<file path="src/rtl/voice_allocator_pkg.sv">
// Shared MIDI synth types: field widths, allocator FSM encoding, slot-table commands.
// Pure declarations; no latency, no backpressure.
package midi_synth_pkg;

    localparam int MIDI_NOTE_W        = 7;
    localparam int MIDI_VEL_W         = 7;
    localparam int TUNING_W           = 32;
    localparam int VOICE_IDX_W        = 8;
    localparam int ACTIVE_W           = 9;
    localparam int DEFAULT_NUM_VOICES = 16;
    localparam int DEFAULT_AGE_W      = 8;

    typedef enum logic [1:0] {
        ST_IDLE  = 2'd0,
        ST_SCAN  = 2'd1,
        ST_ISSUE = 2'd2
    } alloc_state_t;

    typedef enum logic [1:0] {
        TBL_NONE  = 2'd0,
        TBL_ALLOC = 2'd1,
        TBL_FREE  = 2'd2
    } tbl_cmd_t;

    // note_on here is the effective direction: a zero-velocity note-on is stored as 0.
    typedef struct packed {
        logic                   note_on;
        logic [MIDI_NOTE_W-1:0] note;
        logic [MIDI_VEL_W-1:0]  velocity;
        logic [TUNING_W-1:0]    tuning;
    } midi_event_t;

endpackage

</file>
<file path="src/rtl/voice_allocator_if.sv">
// MIDI event input handshake plus voice command output bundle of the allocator.
// slave = allocator side, master = event source / command consumer side.
interface voice_allocator_if;
    import midi_synth_pkg::*;

    logic                   i_event_valid;
    logic                   o_event_ready;
    logic                   i_event_note_on;
    logic [MIDI_NOTE_W-1:0] i_event_note;
    logic [MIDI_VEL_W-1:0]  i_event_velocity;
    logic [TUNING_W-1:0]    i_event_tuning_code;
    logic                   o_note_status;
    logic [VOICE_IDX_W-1:0] o_voice_index;
    logic [TUNING_W-1:0]    o_tuning_code;
    logic [MIDI_VEL_W-1:0]  o_velocity;
    logic                   o_flag;
    logic [ACTIVE_W-1:0]    o_active_voices;

    modport slave (
        input  i_event_valid, i_event_note_on, i_event_note, i_event_velocity, i_event_tuning_code,
        output o_event_ready, o_note_status, o_voice_index, o_tuning_code, o_velocity, o_flag,
               o_active_voices
    );

    modport master (
        output i_event_valid, i_event_note_on, i_event_note, i_event_velocity, i_event_tuning_code,
        input  o_event_ready, o_note_status, o_voice_index, o_tuning_code, o_velocity, o_flag,
               o_active_voices
    );

endinterface

</file>
<file path="src/rtl/voice_allocator_slot_table.sv">
// Per-voice held/note/age store: combinational read by index, one registered update per cycle.
// Updates land on the next edge; always accepts commands (no backpressure).
module voice_slot_table
    import midi_synth_pkg::*;
#(
    parameter int NUM_VOICES = DEFAULT_NUM_VOICES,
    parameter int AGE_W      = DEFAULT_AGE_W,
    parameter int IDX_W      = 4
) (
    input  logic                   i_clk,
    input  logic                   i_reset,
    input  logic [IDX_W-1:0]       rd_idx,
    output logic                   rd_held,
    output logic [MIDI_NOTE_W-1:0] rd_note,
    output logic [AGE_W-1:0]       rd_age,
    input  tbl_cmd_t               wr_cmd,
    input  logic [IDX_W-1:0]       wr_idx,
    input  logic [MIDI_NOTE_W-1:0] wr_note
);

    localparam logic [AGE_W-1:0] AGE_MAX = '1;

    logic [NUM_VOICES-1:0]  held_q;
    logic [MIDI_NOTE_W-1:0] note_q [NUM_VOICES];
    logic [AGE_W-1:0]       age_q  [NUM_VOICES];

    assign rd_held = held_q[rd_idx];
    assign rd_note = note_q[rd_idx];
    assign rd_age  = age_q[rd_idx];

    always_ff @(posedge i_clk) begin
        if (i_reset) begin
            held_q <= '0;
            for (int i = 0; i < NUM_VOICES; i++) begin
                note_q[i] <= '0;
                age_q[i]  <= '0;
            end
        end else begin
            for (int i = 0; i < NUM_VOICES; i++) begin
                case (wr_cmd)
                    TBL_ALLOC: begin
                        if (IDX_W'(i) == wr_idx) begin
                            held_q[i] <= 1'b1;
                            note_q[i] <= wr_note;
                            age_q[i]  <= '0;
                        end else if (held_q[i] && (age_q[i] != AGE_MAX)) begin
                            age_q[i] <= age_q[i] + 1'b1;
                        end
                    end
                    TBL_FREE: begin
                        if (IDX_W'(i) == wr_idx) begin
                            held_q[i] <= 1'b0;
                            age_q[i]  <= '0;
                        end
                    end
                    default: ;
                endcase
            end
        end
    end

endmodule

</file>
<file path="src/rtl/voice_allocator.sv">
// Maps MIDI note events onto voices: retrigger same note, else lowest free, else steal oldest.
// Command strobe NUM_VOICES+2 cycles after accept; ready held low from accept through the strobe cycle.
module voice_allocator
    import midi_synth_pkg::*;
#(
    parameter int NUM_VOICES = DEFAULT_NUM_VOICES,
    parameter int AGE_W      = DEFAULT_AGE_W
) (
    input  logic             i_clk,
    input  logic             i_reset,
    voice_allocator_if.slave bus
);

    localparam int IDX_W = (NUM_VOICES > 1) ? $clog2(NUM_VOICES) : 1;
    localparam logic [IDX_W-1:0] LAST_SLOT = IDX_W'(NUM_VOICES - 1);

    alloc_state_t state_q, state_d;
    logic [IDX_W-1:0] scan_q;
    midi_event_t      ev_q;

    logic             match_found_q, free_found_q, steal_found_q;
    logic [IDX_W-1:0] match_idx_q, free_idx_q, steal_idx_q;
    logic [AGE_W-1:0] steal_age_q;

    logic                   rd_held;
    logic [MIDI_NOTE_W-1:0] rd_note;
    logic [AGE_W-1:0]       rd_age;

    tbl_cmd_t         tbl_cmd;
    logic [IDX_W-1:0] tbl_idx;
    logic             issue_fire, cnt_inc, cnt_dec;
    logic             accept;

    logic                   flag_q, status_q;
    logic [IDX_W-1:0]       idx_q;
    logic [TUNING_W-1:0]    tuning_q;
    logic [MIDI_VEL_W-1:0]  vel_q;
    logic [ACTIVE_W-1:0]    active_q;

    voice_slot_table #(
        .NUM_VOICES (NUM_VOICES),
        .AGE_W      (AGE_W),
        .IDX_W      (IDX_W)
    ) u_table (
        .i_clk   (i_clk),
        .i_reset (i_reset),
        .rd_idx  (scan_q),
        .rd_held (rd_held),
        .rd_note (rd_note),
        .rd_age  (rd_age),
        .wr_cmd  (tbl_cmd),
        .wr_idx  (tbl_idx),
        .wr_note (ev_q.note)
    );

    // The strobe cycle itself must not accept, so ready also waits for flag_q to clear.
    assign bus.o_event_ready   = !i_reset && (state_q == ST_IDLE) && !flag_q;
    assign accept              = bus.i_event_valid && bus.o_event_ready;
    assign bus.o_flag          = flag_q;
    assign bus.o_note_status   = status_q;
    assign bus.o_voice_index   = VOICE_IDX_W'(idx_q);
    assign bus.o_tuning_code   = tuning_q;
    assign bus.o_velocity      = vel_q;
    assign bus.o_active_voices = active_q;

    always_ff @(posedge i_clk) begin
        if (i_reset) begin
            state_q <= ST_IDLE;
        end else begin
            state_q <= state_d;
        end
    end

    always_comb begin
        state_d    = state_q;
        tbl_cmd    = TBL_NONE;
        tbl_idx    = match_idx_q;
        issue_fire = 1'b0;
        cnt_inc    = 1'b0;
        cnt_dec    = 1'b0;
        case (state_q)
            ST_IDLE: begin
                if (accept) state_d = ST_SCAN;
            end
            ST_SCAN: begin
                if (scan_q == LAST_SLOT) state_d = ST_ISSUE;
            end
            ST_ISSUE: begin
                state_d = ST_IDLE;
                if (ev_q.note_on) begin
                    issue_fire = 1'b1;
                    tbl_cmd    = TBL_ALLOC;
                    if (match_found_q) begin
                        tbl_idx = match_idx_q;
                    end else if (free_found_q) begin
                        tbl_idx = free_idx_q;
                        cnt_inc = 1'b1;
                    end else begin
                        tbl_idx = steal_idx_q;
                    end
                end else if (match_found_q) begin
                    issue_fire = 1'b1;
                    tbl_cmd    = TBL_FREE;
                    tbl_idx    = match_idx_q;
                    cnt_dec    = 1'b1;
                end
            end
            default: state_d = ST_IDLE;
        endcase
    end

    always_ff @(posedge i_clk) begin
        if (i_reset) begin
            scan_q        <= '0;
            ev_q          <= '0;
            match_found_q <= 1'b0;
            free_found_q  <= 1'b0;
            steal_found_q <= 1'b0;
            match_idx_q   <= '0;
            free_idx_q    <= '0;
            steal_idx_q   <= '0;
            steal_age_q   <= '0;
        end else if (accept) begin
            scan_q           <= '0;
            ev_q.note_on     <= bus.i_event_note_on && (bus.i_event_velocity != '0);
            ev_q.note        <= bus.i_event_note;
            ev_q.velocity    <= bus.i_event_velocity;
            ev_q.tuning      <= bus.i_event_tuning_code;
            match_found_q    <= 1'b0;
            free_found_q     <= 1'b0;
            steal_found_q    <= 1'b0;
        end else if (state_q == ST_SCAN) begin
            scan_q <= scan_q + 1'b1;
            // Ascending scan: first hit is the lowest index; strict '>' keeps the lower index on age ties.
            if (rd_held && (rd_note == ev_q.note) && !match_found_q) begin
                match_found_q <= 1'b1;
                match_idx_q   <= scan_q;
            end
            if (!rd_held && !free_found_q) begin
                free_found_q <= 1'b1;
                free_idx_q   <= scan_q;
            end
            if (rd_held && (!steal_found_q || (rd_age > steal_age_q))) begin
                steal_found_q <= 1'b1;
                steal_idx_q   <= scan_q;
                steal_age_q   <= rd_age;
            end
        end
    end

    always_ff @(posedge i_clk) begin
        if (i_reset) begin
            flag_q   <= 1'b0;
            status_q <= 1'b0;
            idx_q    <= '0;
            tuning_q <= '0;
            vel_q    <= '0;
            active_q <= '0;
        end else begin
            flag_q <= issue_fire;
            if (issue_fire) begin
                status_q <= ev_q.note_on;
                idx_q    <= tbl_idx;
                tuning_q <= ev_q.tuning;
                vel_q    <= ev_q.velocity;
            end
            if (cnt_inc) begin
                active_q <= active_q + ACTIVE_W'(1);
            end else if (cnt_dec) begin
                active_q <= active_q - ACTIVE_W'(1);
            end
        end
    end

endmodule

</file>
<file path="src/flat_wrapper.sv">
// flat-port wrapper written by rule: the top's interface ports become plain ports
module voice_allocator_flat import midi_synth_pkg::*;
#(
    parameter int NUM_VOICES = DEFAULT_NUM_VOICES,
    parameter int AGE_W      = DEFAULT_AGE_W
)
  (i_clk, i_reset, bus_i_event_valid, bus_i_event_note_on, bus_i_event_note, bus_i_event_velocity, bus_i_event_tuning_code, bus_o_event_ready, bus_o_note_status, bus_o_voice_index, bus_o_tuning_code, bus_o_velocity, bus_o_flag, bus_o_active_voices);
  voice_allocator_if bus_i ();
  input  logic i_clk;
  input  logic i_reset;
  input wire logic [$bits(bus_i.i_event_valid)-1:0] bus_i_event_valid;
  input wire logic [$bits(bus_i.i_event_note_on)-1:0] bus_i_event_note_on;
  input wire logic [$bits(bus_i.i_event_note)-1:0] bus_i_event_note;
  input wire logic [$bits(bus_i.i_event_velocity)-1:0] bus_i_event_velocity;
  input wire logic [$bits(bus_i.i_event_tuning_code)-1:0] bus_i_event_tuning_code;
  output wire logic [$bits(bus_i.o_event_ready)-1:0] bus_o_event_ready;
  output wire logic [$bits(bus_i.o_note_status)-1:0] bus_o_note_status;
  output wire logic [$bits(bus_i.o_voice_index)-1:0] bus_o_voice_index;
  output wire logic [$bits(bus_i.o_tuning_code)-1:0] bus_o_tuning_code;
  output wire logic [$bits(bus_i.o_velocity)-1:0] bus_o_velocity;
  output wire logic [$bits(bus_i.o_flag)-1:0] bus_o_flag;
  output wire logic [$bits(bus_i.o_active_voices)-1:0] bus_o_active_voices;
  assign bus_i.i_event_valid = bus_i_event_valid;
  assign bus_i.i_event_note_on = bus_i_event_note_on;
  assign bus_i.i_event_note = bus_i_event_note;
  assign bus_i.i_event_velocity = bus_i_event_velocity;
  assign bus_i.i_event_tuning_code = bus_i_event_tuning_code;
  assign bus_o_event_ready = bus_i.o_event_ready;
  assign bus_o_note_status = bus_i.o_note_status;
  assign bus_o_voice_index = bus_i.o_voice_index;
  assign bus_o_tuning_code = bus_i.o_tuning_code;
  assign bus_o_velocity = bus_i.o_velocity;
  assign bus_o_flag = bus_i.o_flag;
  assign bus_o_active_voices = bus_i.o_active_voices;
  voice_allocator #(.NUM_VOICES(NUM_VOICES), .AGE_W(AGE_W)) u_core (.i_clk(i_clk), .i_reset(i_reset), .bus(bus_i));
endmodule
</file>
<file path="config.mk">
export PLATFORM = sky130hd
export DESIGN_NAME = voice_allocator_flat
export DESIGN_NICKNAME = d
export VERILOG_FILES = /design/src/rtl/voice_allocator_pkg.sv /design/src/rtl/voice_allocator_if.sv /design/src/rtl/voice_allocator_slot_table.sv /design/src/rtl/voice_allocator.sv /design/src/flat_wrapper.sv
export SDC_FILE = /design/constraint.sdc
export NUM_CORES = 1
export LEC_CHECK = 0
export BUFFER_PORTS_ARGS = -buffer_cell sky130_fd_sc_hd__buf_2
export CORE_UTILIZATION = 45
export CTS_CLUSTER_DIAMETER = 100
export CTS_CLUSTER_SIZE = 24
export DETAILED_ROUTE_END_ITERATION = 10
export HOLD_SLACK_MARGIN = 0.15
export SLEW_MARGIN = 20
export SYNTH_ARGS = -nofsm -noshare
export SYNTH_HDL_FRONTEND = slang
export SYNTH_SLANG_ARGS = --single-unit
</file>
<file path="constraint.sdc">
create_clock -name i_clk -period 5.5 [get_ports i_clk]
set_clock_uncertainty 0.1 [all_clocks]
set_input_delay 0.275 -clock i_clk [delete_from_list [all_inputs] [get_ports i_clk]]
set_output_delay 0.275 -clock i_clk [all_outputs]
set_load 0.05 [all_outputs]
</file>
==> run_summary.xml, run 1 <==
<?xml version="1.0" encoding="UTF-8"?>
<metrics>
  <group name="global_routing">
    <metric name="grt_pass1_vias" unit="">13000</metric>
    <metric name="global_route.overflow_total" unit="">0</metric>
    <metric name="grt_util_all_layers" unit="%">22.2</metric>
    <metric name="grt_pass1_wl" unit="mm">73.6</metric>
    <metric name="grt_antenna_before_repair" unit="">0</metric>
    <metric name="largest_net_degree_at_the_start_of_global_routing" unit="">79</metric>
  </group>
  <group name="cts">
    <metric name="ctsLongestPathBuffers" unit="">3</metric>
    <metric name="worstSkewPairLatency" unit="ns">0.55</metric>
    <metric name="cts.sinks" unit="">390</metric>
    <metric name="worst_setup_hold_path_clk_slew" unit="ns">0.10</metric>
    <metric name="cts_made_buffers" unit="">20</metric>
    <metric name="cts_tree" unit="">yes</metric>
    <metric name="cts.root.buffer_cell" unit="">sky130_fd_sc_hd__clkbuf_16</metric>
    <metric name="htreeDepth" unit="">1</metric>
  </group>
  <group name="yosys">
    <metric name="synth.top_cells.by_count" unit="">281 x sky130_fd_sc_hd__nor2_1, 266 x sky130_fd_sc_hd__nand2_1, 240 x sky130_fd_sc_hd__edfxtp_1, 150 x sky130_fd_sc_hd__dfxtp_1, 89 x sky130_fd_sc_hd__a21oi_1</metric>
    <metric name="syn-cell-area" unit="µm²">18900</metric>
    <metric name="postSynthRegisterBits" unit="">390</metric>
    <metric name="syn_avg_cell_area" unit="µm²">10.7</metric>
    <metric name="synth_enable_flop_cells" unit="">240</metric>
    <metric name="synth_cell_types" unit="">58</metric>
    <metric name="synth.most_common_cell" unit="">sky130_fd_sc_hd__nor2_1</metric>
    <metric name="synth_largest_type_area_fraction" unit="%">38.2</metric>
    <metric name="ys.warnings.count" unit="">0</metric>
    <metric name="postSynthCellCount" unit="">1765</metric>
    <metric name="synth_top_cell_by_area" unit="">sky130_fd_sc_hd__edfxtp_1</metric>
    <metric name="async_reset_ff_share" unit="%">0</metric>
    <metric name="yosys_most_used_dff" unit="">sky130_fd_sc_hd__edfxtp_1</metric>
    <metric name="synth_seq_area_share" unit="%">54.1</metric>
    <metric name="post_synth_main_area_contributors" unit="">sky130_fd_sc_hd__edfxtp_1 38%, sky130_fd_sc_hd__dfxtp_1 16%, sky130_fd_sc_hd__mux4_2 6.9%</metric>
  </group>
  <group name="power_and_ir_drop">
    <metric name="finalPower" unit="mW">5.46</metric>
    <metric name="cellLeakagePower" unit="nW">7.74</metric>
    <metric name="power_density" unit="nW/µm²">260</metric>
    <metric name="irDropWorstVdd" unit="mV">0.195</metric>
  </group>
  <group name="die">
    <metric name="die-area" unit="µm²">42800</metric>
    <metric name="die_width" unit="µm">207</metric>
    <metric name="io_pins" unit="">109</metric>
    <metric name="rows" unit="">74</metric>
    <metric name="initial_utilization" unit="%">45.9</metric>
    <metric name="die-height" unit="µm">207</metric>
    <metric name="core_area" unit="µm²">41100</metric>
  </group>
  <group name="setup_path">
    <metric name="worst-setup-path-type" unit="">register to register</metric>
    <metric name="critical-path-top-delay-family" unit="">simple AND/OR/NAND/NOR gates</metric>
    <metric name="worst_ep_arrival_time" unit="ns">4.51</metric>
    <metric name="critPathRequiredTime" unit="ns">5.63</metric>
    <metric name="worst-path-max-fanout" unit="">17</metric>
    <metric name="worstReg2RegStart" unit="">u_core.state_q[1]</metric>
    <metric name="crit_path_top_delay_cell" unit="">sky130_fd_sc_hd__nor2_1</metric>
    <metric name="r2r.worst_path.cells" unit="">9</metric>
    <metric name="timing.critical_path.from_type" unit="">register</metric>
    <metric name="slowest_delay" unit="ns">0.82</metric>
    <metric name="crit-reg2reg-capture" unit="">u_core.u_table.age_q[8][1]</metric>
    <metric name="cp-end-kind" unit="">register</metric>
    <metric name="crit_chain" unit="">nor2b_1 -&gt; nand2_1 -&gt; inv_1 -&gt; ha_1 -&gt; inv_1 -&gt; nor2_1 -&gt; buf_4 -&gt; o2111ai_1 -&gt; nand2_1</metric>
    <metric name="critical_path.n_buffers_inverters" unit="">3</metric>
    <metric name="regToRegSetupSlack" unit="ns">1.12</metric>
  </group>
  <group name="drt">
    <metric name="detail_route.wirelength" unit="mm">47.6</metric>
    <metric name="route.detailed.drc" unit="">3</metric>
    <metric name="routed_via_density" unit="">5.58</metric>
    <metric name="route.vias.total" unit="">13500</metric>
    <metric name="wl_per_cell" unit="µm">19.6</metric>
    <metric name="ant_nets" unit="">0</metric>
    <metric name="drtPass1Iterations" unit="">10</metric>
    <metric name="drt_iter0_drc" unit="">1006</metric>
  </group>
  <group name="timing">
    <metric name="rsz0062_at_grt" unit="">no</metric>
    <metric name="worst_pin_slew" unit="ns">1.03</metric>
    <metric name="post-route-period-util" unit="%">79.6</metric>
    <metric name="timing.max_slew.rel_slack" unit="%">30.9</metric>
    <metric name="holdWs" unit="ns">0.192</metric>
    <metric name="finalWorstSetupSlack" unit="ns">1.12</metric>
    <metric name="achievable-frequency" unit="MHz">228</metric>
    <metric name="maxSlewViolCount" unit="">0</metric>
    <metric name="final.setup.tns" unit="ns">0</metric>
    <metric name="report.final.setup_viol" unit="">0</metric>
    <metric name="hold_violations" unit="">0</metric>
    <metric name="fin_crit" unit="ns">4.38</metric>
  </group>
  <group name="min_path">
    <metric name="worst_hold_path.num_cells" unit="">4</metric>
    <metric name="hold_end" unit="">u_core.state_q[0]</metric>
    <metric name="hp-start" unit="">bus_i_event_valid</metric>
    <metric name="min_path_type" unit="">input pin to register</metric>
  </group>
  <group name="placed_design">
    <metric name="place_ws" unit="ns">1.23</metric>
    <metric name="hpwl" unit="mm">33.2</metric>
    <metric name="dpl_cell_area" unit="µm²">19800</metric>
    <metric name="count_of_input_and_output_buffers" unit="">104</metric>
    <metric name="gp_congestion" unit="">0.864</metric>
    <metric name="place.detailed.instances" unit="">2329</metric>
  </group>
  <group name="finish">
    <metric name="areaGrowthSynthToFinish" unit="%">11.3</metric>
    <metric name="fin_util" unit="%">51.1</metric>
    <metric name="stdcell_area" unit="µm²">21000</metric>
    <metric name="ratio_of_cells_with_drive_above_1_in_the_final_layout" unit="%">12.2</metric>
    <metric name="final.fill_count" unit="">3718</metric>
    <metric name="fin_nets" unit="">1962</metric>
    <metric name="diodes" unit="">0</metric>
    <metric name="stdcell_count" unit="">2423</metric>
  </group>
  <group name="job">
    <metric name="max-cap-violations" unit="">0</metric>
  </group>
  <group name="run_status">
    <metric name="outcome" unit="">complete, but fails checks</metric>
    <metric name="violations" unit="">design-rule violations</metric>
  </group>
</metrics>
==> registers in the layout, summed over array words and instances, names as in the netlist, 4 cells and up, named ones only <==
register	flops
u_core.bus.o_velocity	7
u_core.free_idx_q	4
u_core.steal_age_q	8
u_core.match_idx_q	4
u_core.idx_q	4
u_core.scan_q	4
u_core.u_table.held_q	16
u_core.bus.o_tuning_code	32
u_core.steal_idx_q	4
u_core.u_table.note_q	112
u_core.ev_q	47
u_core.u_table.age_q	128
u_core.bus.o_active_voices	9
==> per-layer routing <==
metal  vias to the layer above  share of wire, %  global-route usage [%]  routed length (µm)
met4                         0               1.9                    5.37                 916
met5                         -                 0                       0                   0
met1                      6587                45                    32.4               21600
li1                       6416                 -                       -                   -
met2                       477                44                    34.1               21100
met3                        49               8.3                    4.29                3950
==> layout make-up <==
cell class | instances | area [µm²] | share of cell area (%)
inverter | 48 | 180 | 0.857
clock inverter | 1 | 16.3 | 0.0774
sequential | 390 | 10200 | 48.6
tap | 532 | 666 | 3.17
timing repair buffer | 179 | 1230 | 5.86
multi-input combinational | 1238 | 8110 | 38.6
clock buffer | 35 | 599 | 2.85
==> how the worst max path moves through the flow <==
stage | from | endpoint | slack [ns] | cells past startpoint
floorplan | register | u_core.steal_age_q[0] | 1.37 | 17
CTS | u_core.state_q[1] | u_core.u_table.age_q[8][1] | 1.19 | 9
global route | u_core.state_q[1] | u_core.u_table.age_q[9][3] | 0.82 | 9
detailed placement | u_core.state_q[1] | u_core.u_table.age_q[9][0] | 1.23 | 9
finish | u_core.state_q[1] | u_core.u_table.age_q[8][1] | 1.12 | 9
global placement | u_core.state_q[1] | u_core.u_table.age_q[9][1] | 1.25 | 9
==> timing repair <==
| item | 4_1_cts | 5_1_grt |
|---|---|---|
| gates resized for setup | 0 | 0 |
| setup buffers | 0 | 0 |
| hold endpoints to repair | 59 | 0 |
| hold buffers | 58 | 0 |
==> report_power, final <==
group          switching (mW)  internal (mW)  total [mW]
registers               0.104           3.20        3.30
logic                   0.233          0.213       0.446
clock network           0.960          0.759        1.72
==> cell families after synthesis <==
| family | after synthesis | share of synthesized area (%) |
|---|---|---|
| buf+inv | 140 | 3.09 |
| xor+xnor | 117 | 5.43 |
| other cells | 1 | 0.0199 |
| fa+ha+maj | 35 | 2.36 |
| mux | 118 | 10.6 |
| flops | 390 | 54.1 |
| compound gates | 201 | 6.44 |
| simple gates | 763 | 18.0 |
==> cell usage in the layout (no fill, tap or decap), types with 8 or more instances in the layout <==
cell type                       instances
sky130_fd_sc_hd__nor2_1               281
sky130_fd_sc_hd__nand2_1              266
sky130_fd_sc_hd__edfxtp_1             240
sky130_fd_sc_hd__dfxtp_1              147
sky130_fd_sc_hd__buf_2                103
sky130_fd_sc_hd__a21oi_1               89
sky130_fd_sc_hd__xor2_1                73
sky130_fd_sc_hd__nand3_1               60
sky130_fd_sc_hd__mux4_2                58
sky130_fd_sc_hd__dlygate4sd3_1         58
sky130_fd_sc_hd__inv_1                 48
sky130_fd_sc_hd__xnor2_1               44
sky130_fd_sc_hd__nand3b_1              43
sky130_fd_sc_hd__o21ai_0               43
sky130_fd_sc_hd__mux2i_1               42
sky130_fd_sc_hd__nand2b_1              36
sky130_fd_sc_hd__ha_1                  34
sky130_fd_sc_hd__and3_1                24
sky130_fd_sc_hd__clkbuf_16             22
sky130_fd_sc_hd__buf_4                 18
sky130_fd_sc_hd__mux2_2                13
sky130_fd_sc_hd__clkbuf_1              13
sky130_fd_sc_hd__nor3_1                11
sky130_fd_sc_hd__o2111ai_1             11
sky130_fd_sc_hd__nor2b_1                9
sky130_fd_sc_hd__nand4_1                9
sky130_fd_sc_hd__or2_2                  8
==> tightest hold or removal path: cells and delay by family <==
family                 cells  cell delay [ns]
AOI/OAI and AO/OA          1             0.12
and+or+nand+nor            1             0.04
buffers and inverters      2             0.36
(Power assumes the default switching activity.)
==> run 2, diff against run 1 <==
Settings changed: ABC_AREA set to 1.
Clock period 5.5 ns to 4.1 ns, I/O delays scaled along.
==> run 2 against run 1 <==
  * The flow now finishes without violations
  * Routed wire length rose by 5.8%
  * Global-route usage increased by 0.61 points
  * Critical path depth is 7 higher
  * Worst setup slack lost 0.51 ns
  * Maximum frequency is 26% higher
  * Clock power is 32% higher
  * Synthesized cell count rose by 28%
  * Final cell count up 20%
  * Sequential share of layout area is 0.97 points lower
  * Critical path type unchanged
  * Largest cell class unchanged
==> run_summary.xml, run 2 <==
<?xml version="1.0" encoding="UTF-8"?>
<metrics>
  <group name="yosys">
    <metric name="synth_top_cell_by_area" unit="">sky130_fd_sc_hd__edfxtp_1</metric>
    <metric name="synth.top_cells.by_count" unit="">416 x sky130_fd_sc_hd__nand2_1, 290 x sky130_fd_sc_hd__nor2_1, 255 x sky130_fd_sc_hd__inv_1, 240 x sky130_fd_sc_hd__edfxtp_1, 209 x sky130_fd_sc_hd__o21ai_0</metric>
    <metric name="synth_seq_area_share" unit="%">52.8</metric>
    <metric name="async_reset_ff_share" unit="%">0</metric>
    <metric name="postSynthCellCount" unit="">2256</metric>
    <metric name="post_synth_main_area_contributors" unit="">sky130_fd_sc_hd__edfxtp_1 37%, sky130_fd_sc_hd__dfxtp_1 16%, sky130_fd_sc_hd__nand2_1 8.1%</metric>
    <metric name="postSynthRegisterBits" unit="">390</metric>
    <metric name="synth_largest_type_area_fraction" unit="%">37.3</metric>
    <metric name="syn_avg_cell_area" unit="µm²">8.57</metric>
    <metric name="yosys_most_used_dff" unit="">sky130_fd_sc_hd__edfxtp_1</metric>
    <metric name="synth_cell_types" unit="">45</metric>
    <metric name="synth_enable_flop_cells" unit="">240</metric>
    <metric name="syn-cell-area" unit="µm²">19300</metric>
    <metric name="ys.warnings.count" unit="">0</metric>
    <metric name="synth.most_common_cell" unit="">sky130_fd_sc_hd__nand2_1</metric>
  </group>
  <group name="cts">
    <metric name="worstSkewPairLatency" unit="ns">0.56</metric>
    <metric name="cts_resized" unit="">0</metric>
    <metric name="worst_setup_hold_path_clk_slew" unit="ns">0.10</metric>
    <metric name="cts_made_buffers" unit="">20</metric>
    <metric name="cts.sinks" unit="">390</metric>
    <metric name="cts_setup_buffers" unit="">0</metric>
    <metric name="ctsLongestPathBuffers" unit="">3</metric>
    <metric name="cts_tree" unit="">yes</metric>
    <metric name="htreeDepth" unit="">1</metric>
    <metric name="cts.root.buffer_cell" unit="">sky130_fd_sc_hd__clkbuf_16</metric>
  </group>
  <group name="finish">
    <metric name="stdcell_count" unit="">2916</metric>
    <metric name="stdcell_area" unit="µm²">21400</metric>
    <metric name="diodes" unit="">0</metric>
    <metric name="top_regs" unit="">u_core.u_table.age_q: 128 flops, u_core.u_table.note_q: 112 flops, u_core.ev_q: 47 flops</metric>
    <metric name="fin_nets" unit="">2450</metric>
    <metric name="final.fill_count" unit="">3921</metric>
    <metric name="largest_reg_flops" unit="">128</metric>
    <metric name="most-common-layout-cells" unit="">416 x sky130_fd_sc_hd__nand2_1, 290 x sky130_fd_sc_hd__nor2_1, 252 x sky130_fd_sc_hd__inv_1</metric>
    <metric name="final_common_cell" unit="">sky130_fd_sc_hd__nand2_1</metric>
    <metric name="regArea" unit="µm²">10200</metric>
    <metric name="multi_input_comb_area" unit="µm²">7660</metric>
    <metric name="ratio_of_cells_with_drive_above_1_in_the_final_layout" unit="%">9.55</metric>
    <metric name="areaGrowthSynthToFinish" unit="%">10.9</metric>
    <metric name="largest_register" unit="">u_core.u_table.age_q</metric>
  </group>
  <group name="setup_path">
    <metric name="worst-setup-path-type" unit="">register to register</metric>
    <metric name="critPathRequiredTime" unit="ns">4.43</metric>
    <metric name="worst-path-max-fanout" unit="">47</metric>
    <metric name="cp-end-kind" unit="">register</metric>
    <metric name="crit_path_top_delay_cell" unit="">sky130_fd_sc_hd__dfxtp_4</metric>
    <metric name="slowest_delay" unit="ns">0.59</metric>
    <metric name="crit_chain" unit="">buf_4 -&gt; a21oi_1 -&gt; o21ai_0 -&gt; nand3_1 -&gt; nand3_1 -&gt; nand2_1 -&gt; ha_1 -&gt; a21oi_1 -&gt; o21ai_0 -&gt; nand2_1 -&gt; o211ai_1 -&gt; o21ai_0 -&gt; nand2_1 -&gt; nand2_1 -&gt; o21ai_0 -&gt; a21oi_1</metric>
    <metric name="timing.critical_path.from_type" unit="">register</metric>
    <metric name="worst_ep_arrival_time" unit="ns">3.82</metric>
  </group>
  <group name="drt">
    <metric name="wl_per_cell" unit="µm">17.3</metric>
    <metric name="routed_via_density" unit="">5.34</metric>
    <metric name="drt_iter0_drc" unit="">1214</metric>
    <metric name="route.detailed.drc" unit="">0</metric>
    <metric name="route.vias.total" unit="">15600</metric>
    <metric name="ant_nets" unit="">0</metric>
    <metric name="drtPass1Iterations" unit="">7</metric>
    <metric name="detail_route.wirelength" unit="mm">50.4</metric>
  </group>
  <group name="placed_design">
    <metric name="dpl_cell_area" unit="µm²">20300</metric>
    <metric name="count_of_input_and_output_buffers" unit="">104</metric>
    <metric name="hpwl" unit="mm">35.5</metric>
    <metric name="place.detailed.instances" unit="">2826</metric>
    <metric name="gp_congestion" unit="">0.882</metric>
  </group>
  <group name="global_routing">
    <metric name="grt_antenna_before_repair" unit="">0</metric>
    <metric name="grt_util_all_layers" unit="%">22.8</metric>
    <metric name="grt_pass1_wl" unit="mm">79.6</metric>
    <metric name="grt_pass1_vias" unit="">14400</metric>
    <metric name="global_route.overflow_total" unit="">0</metric>
    <metric name="largest_net_degree_at_the_start_of_global_routing" unit="">63</metric>
  </group>
  <group name="timing">
    <metric name="rsz0062_at_grt" unit="">no</metric>
    <metric name="timing.max_slew.rel_slack" unit="%">40.9</metric>
    <metric name="post-route-period-util" unit="%">85.1</metric>
    <metric name="achievable-frequency" unit="MHz">287</metric>
    <metric name="hold_violations" unit="">0</metric>
    <metric name="report.final.setup_viol" unit="">0</metric>
    <metric name="final.setup.tns" unit="ns">0</metric>
    <metric name="worst_pin_slew" unit="ns">0.886</metric>
    <metric name="maxSlewViolCount" unit="">0</metric>
    <metric name="fin_crit" unit="ns">3.49</metric>
  </group>
  <group name="power_and_ir_drop">
    <metric name="power_density" unit="nW/µm²">344</metric>
    <metric name="irDropWorstVdd" unit="mV">0.304</metric>
    <metric name="cellLeakagePower" unit="nW">8.39</metric>
  </group>
  <group name="die">
    <metric name="initial_utilization" unit="%">45.9</metric>
    <metric name="die-area" unit="µm²">43800</metric>
    <metric name="die-height" unit="µm">209</metric>
    <metric name="core_area" unit="µm²">42100</metric>
    <metric name="rows" unit="">75</metric>
    <metric name="io_pins" unit="">109</metric>
    <metric name="die_width" unit="µm">209</metric>
  </group>
  <group name="min_path">
    <metric name="min_path_type" unit="">input pin to register</metric>
  </group>
  <group name="job">
    <metric name="max-cap-violations" unit="">0</metric>
  </group>
  <group name="run_status">
    <metric name="outcome" unit="">complete, no violations</metric>
  </group>
</metrics>
## run 2: path summary, 6_finish.rpt
check	start	end	slack, ns	cells past startpoint
max	register	u_core.steal_age_q[2]	0.61	16
min reg2reg	u_core.ev_q[23]	u_core.bus.o_tuning_code[23]	0.35	2
min	bus_i_event_tuning_code[7]	u_core.ev_q[7]	0.29	4
max reg2reg	register	u_core.steal_age_q[2]	0.61	16
## run 2: repair_timing
action	4_1_cts	5_1_grt
setup endpoints to repair	0	0
hold buffers	56	0
endpoints found under the hold margin	54	0
## run 2: worst max-delay path, delay by kind of cell (launching register included)
kind	cells	cell delay, ns
buffers and inverters	1	0.46
AO/OA/AOI/OAI	8	1.06
adder cells (fa/ha/maj)	1	0.30
flip-flops	1	0.59
AND/OR/NAND/NOR	6	0.82
## run 2: routing by layer
layer	track usage [%]	up-vias	wire length, µm
met3	3.71	54	3740
met5	0	-	0
met2	35.4	532	22200
met4	4.56	0	813
met1	33.6	7240	23600
li1	-	7737	-
## run 2: report_power, final
group	switching (mW)	internal [mW]	leakage, nW
Clock	1.29	0.983	0.290
Combinational	0.473	0.237	4.41
Sequential	0.0968	4.29	3.70
Total	1.86	5.51	8.39
## run 2: kinds of logic (layout without fill, tap and decap cells)
kind of cell / after synthesis / in the layout / share of synthesized area [%]
other: 1 / 4 / 0.0194
XOR/XNOR: 43 / 43 / 1.95
flip-flops: 390 / 390 / 52.8
adder cells (fa/ha/maj): 35 / 35 / 2.30
AND/OR/NAND/NOR: 975 / 975 / 22.0
AO/OA/AOI/OAI: 440 / 440 / 13.3
buffers and inverters: 372 / 490 / 7.64
## run 2: layout make-up
type / count / share of cell area, %
flip-flops and latches: 390 / 47.6
multi-input cells: 1497 / 35.7
repair buffers: 181 / 5.89
inverters: 275 / 4.82
well taps: 539 / 3.15
clock buffers: 31 / 2.67
clock inverters: 3 / 0.0992
## run 2: per-stage QoR
stage               total power, mW  worst slack (ns)  hold WS [ns]  utilization, %
finish                         7.37             0.611         0.293            50.9
global route                   7.65             0.196         0.292            50.9
CTS                            7.41             0.647         0.266            50.9
detailed placement             5.14             0.654         0.307            48.1
global placement               5.12             0.778         0.305            48.1
floorplan                      4.93             0.692         0.215               -
==> run 3, diff against run 2 <==
Settings changed: CORE_ASPECT_RATIO set to 0.7.
==> run 3 against run 2 <==
  * Final cell count increased by 0.72%
  * Critical path depth shrank 2
  * Sequential cell count unchanged
  * Non-clock buffer count grew 6
  * Sequential power hardly changed
  * Core utilization is 0.11 points lower
  * Register-to-register slack got worse by 0.13 ns
  * Combinational power is 4.8% higher
  * Count of clock-buffer cells in the layout increased by 3
  * Maximum frequency is 3.7% lower
  * Sequential share of layout area down 0.11 points
  * Worst setup slack worse by 0.13 ns
  * Critical path type unchanged
  * Critical endpoint is now u_core.steal_age_q[3]
  * Largest power group unchanged
==> run_summary.xml, run 3 (same netlist as run 2, synthesis figures left out) <==
<?xml version="1.0" encoding="UTF-8"?>
<metrics>
  <group name="run_status">
    <metric name="outcome" unit="">complete, no violations</metric>
  </group>
  <group name="setup_path">
    <metric name="critical_path.n_buffers_inverters" unit="">1</metric>
    <metric name="regToRegSetupSlack" unit="ns">0.48</metric>
    <metric name="worst-path-max-fanout" unit="">53</metric>
    <metric name="critical-path-top-delay-family" unit="">compound AO/OA/AOI/OAI gates</metric>
    <metric name="crit_chain" unit="">buf_4 -&gt; o21ai_0 -&gt; o221ai_1 -&gt; nand3_1 -&gt; nand2_1 -&gt; ha_1 -&gt; nand2_1 -&gt; nor2_1 -&gt; nand3_1 -&gt; o21ai_0 -&gt; nand2_1 -&gt; nand2_1 -&gt; o21ai_0 -&gt; a21oi_1</metric>
    <metric name="worst-setup-path-type" unit="">register to register</metric>
    <metric name="r2r.worst_path.cells" unit="">14</metric>
    <metric name="crit_path_top_delay_cell" unit="">sky130_fd_sc_hd__buf_4</metric>
    <metric name="timing.critical_path.from_type" unit="">register</metric>
    <metric name="worst_ep_arrival_time" unit="ns">4.00</metric>
    <metric name="critPathRequiredTime" unit="ns">4.48</metric>
    <metric name="crit-reg2reg-capture" unit="">u_core.steal_age_q[3]</metric>
    <metric name="slowest_delay" unit="ns">0.56</metric>
    <metric name="path_common_cell" unit="">sky130_fd_sc_hd__nand2_1</metric>
    <metric name="cp-end-kind" unit="">register</metric>
  </group>
  <group name="cts">
    <metric name="cts_setup_buffers" unit="">0</metric>
    <metric name="worstSkewPairLatency" unit="ns">0.58</metric>
    <metric name="htreeDepth" unit="">1</metric>
    <metric name="worst_setup_hold_path_clk_slew" unit="ns">0.10</metric>
    <metric name="cts_resized" unit="">0</metric>
    <metric name="cts.sinks" unit="">390</metric>
    <metric name="cts_tree" unit="">yes</metric>
    <metric name="ctsLongestPathBuffers" unit="">3</metric>
    <metric name="cts.root.buffer_cell" unit="">sky130_fd_sc_hd__clkbuf_16</metric>
    <metric name="cts_made_buffers" unit="">20</metric>
  </group>
  <group name="drt">
    <metric name="routed_via_density" unit="">5.35</metric>
    <metric name="ant_nets" unit="">0</metric>
    <metric name="drtPass1Iterations" unit="">6</metric>
    <metric name="wl_per_cell" unit="µm">17.7</metric>
    <metric name="drt_iter0_drc" unit="">1522</metric>
    <metric name="detail_route.wirelength" unit="mm">52.0</metric>
    <metric name="route.detailed.drc" unit="">0</metric>
    <metric name="route.vias.total" unit="">15700</metric>
  </group>
  <group name="placed_design">
    <metric name="count_of_input_and_output_buffers" unit="">104</metric>
    <metric name="place.detailed.instances" unit="">2845</metric>
    <metric name="hpwl" unit="mm">36.9</metric>
    <metric name="place_ws" unit="ns">0.582</metric>
    <metric name="gp_congestion" unit="">0.917</metric>
  </group>
  <group name="finish">
    <metric name="most-common-layout-cells" unit="">416 x sky130_fd_sc_hd__nand2_1, 290 x sky130_fd_sc_hd__nor2_1, 252 x sky130_fd_sc_hd__inv_1</metric>
    <metric name="fin_nets" unit="">2456</metric>
    <metric name="largest_reg_flops" unit="">128</metric>
    <metric name="largest_register" unit="">u_core.u_table.age_q</metric>
    <metric name="ratio_of_cells_with_drive_above_1_in_the_final_layout" unit="%">9.69</metric>
    <metric name="final_common_cell" unit="">sky130_fd_sc_hd__nand2_1</metric>
    <metric name="top_regs" unit="">u_core.u_table.age_q: 128 flops, u_core.u_table.note_q: 112 flops, u_core.ev_q: 47 flops</metric>
    <metric name="areaGrowthSynthToFinish" unit="%">11.1</metric>
    <metric name="final.fill_count" unit="">3951</metric>
    <metric name="stdcell_count" unit="">2937</metric>
    <metric name="diodes" unit="">0</metric>
  </group>
  <group name="timing">
    <metric name="holdWs" unit="ns">0.264</metric>
    <metric name="worst_pin_slew" unit="ns">0.958</metric>
    <metric name="fin_crit" unit="ns">3.62</metric>
    <metric name="finalWorstSetupSlack" unit="ns">0.477</metric>
    <metric name="achievable-frequency" unit="MHz">276</metric>
    <metric name="maxSlewViolCount" unit="">0</metric>
    <metric name="final.setup.tns" unit="ns">0</metric>
    <metric name="timing.max_slew.rel_slack" unit="%">36.1</metric>
    <metric name="post-route-period-util" unit="%">88.4</metric>
    <metric name="rsz0062_at_grt" unit="">no</metric>
    <metric name="hold_violations" unit="">0</metric>
    <metric name="report.final.setup_viol" unit="">0</metric>
  </group>
  <group name="global_routing">
    <metric name="grt_pass1_vias" unit="">14400</metric>
    <metric name="global_route.overflow_total" unit="">0</metric>
    <metric name="grt_antenna_before_repair" unit="">0</metric>
    <metric name="grt_pass1_wl" unit="mm">81.0</metric>
    <metric name="largest_net_degree_at_the_start_of_global_routing" unit="">71</metric>
    <metric name="grt_util_all_layers" unit="%">23.3</metric>
  </group>
  <group name="min_path">
    <metric name="hp-start" unit="">bus_i_event_tuning_code[24]</metric>
    <metric name="min_path_type" unit="">input pin to register</metric>
    <metric name="worst_hold_path.num_cells" unit="">4</metric>
    <metric name="hold_end" unit="">u_core.ev_q[24]</metric>
  </group>
  <group name="power_and_ir_drop">
    <metric name="finalPower" unit="mW">7.42</metric>
    <metric name="power_density" unit="nW/µm²">345</metric>
    <metric name="cellLeakagePower" unit="nW">8.41</metric>
    <metric name="irDropWorstVdd" unit="mV">0.289</metric>
  </group>
  <group name="die">
    <metric name="die_width" unit="µm">250</metric>
    <metric name="rows" unit="">63</metric>
    <metric name="io_pins" unit="">109</metric>
    <metric name="core_area" unit="µm²">42300</metric>
    <metric name="initial_utilization" unit="%">45.7</metric>
    <metric name="die-height" unit="µm">175</metric>
    <metric name="die-area" unit="µm²">43800</metric>
  </group>
  <group name="job">
    <metric name="max-cap-violations" unit="">0</metric>
  </group>
</metrics>
[run 3: cell types whose count changed in the layout (fill, tap and decap cells not counted), moves of 2 or more]
cell	delta
sky130_fd_sc_hd__buf_12	-2
sky130_fd_sc_hd__buf_4	+8
sky130_fd_sc_hd__o21ai_1	-4
sky130_fd_sc_hd__o21ai_0	+4
sky130_fd_sc_hd__clkbuf_1	+4
[run 3: final cells by class]
type	count	area (µm²)	area share, %
clock buffers	34	563	2.62
clock inverters	2	46.3	0.215
inverters	275	1030	4.81
multi-input cells	1497	7660	35.6
flip-flops and latches	390	10200	47.5
well taps	552	691	3.21
repair buffers	187	1280	5.97
[run 3: power breakdown]
| part | total (mW) | switching (mW) | internal, mW |
|---|---|---|---|
| Clock | 2.29 | 1.32 | 0.972 |
| Sequential | 4.38 | 0.0873 | 4.29 |
| Combinational | 0.745 | 0.507 | 0.238 |
[run 3: worst max path at each step]
stage,cells past startpoint,slack (ns),endpoint,start
3_3_place_gp,10,0.70,u_core.u_table.age_q[0][3],u_core.state_q[1]
2_1_floorplan,5,0.69,u_core.ev_q[10],u_core.bus.o_flag
3_5_place_dp,10,0.58,u_core.u_table.age_q[15][2],u_core.state_q[1]
5_1_grt,14,0.20,u_core.steal_idx_q[2],register
4_1_cts,10,0.58,u_core.u_table.age_q[15][2],u_core.state_q[1]
6_report,14,0.48,u_core.steal_age_q[3],register
[run 3: tightest hold or removal path: stages]
cell	delay (ns)
sky130_fd_sc_hd__dlygate4sd3_1	0.52
sky130_fd_sc_hd__buf_2	0.09
sky130_fd_sc_hd__nand2_1	0.04
sky130_fd_sc_hd__o21ai_0	0.05
[run 3: per-stage QoR]
step,instance area (µm²),utilization (%)
final,21500,50.8
after global routing,21500,50.8
after CTS,21500,50.8
after detailed placement,20300,48.0
after global placement,20300,48.0
after floorplan,19300,-
[run 3: timing repair]
| action | CTS | global route |
|---|---|---|
| hold endpoints to repair | 66 | 0 |
| hold buffers | 56 | 0 |
| setup endpoints to repair | 0 | 0 |
[run 3: metal layers]
layer / vias to the layer above / global-route usage, % / share of wire [%]
li1: 7744 / - / -
met1: 7333 / 36.5 / 49
met2: 570 / 33.3 / 41
met3: 58 / 4.43 / 8.2
met4: 0 / 4.32 / 1.8
met5: - / 0 / 0
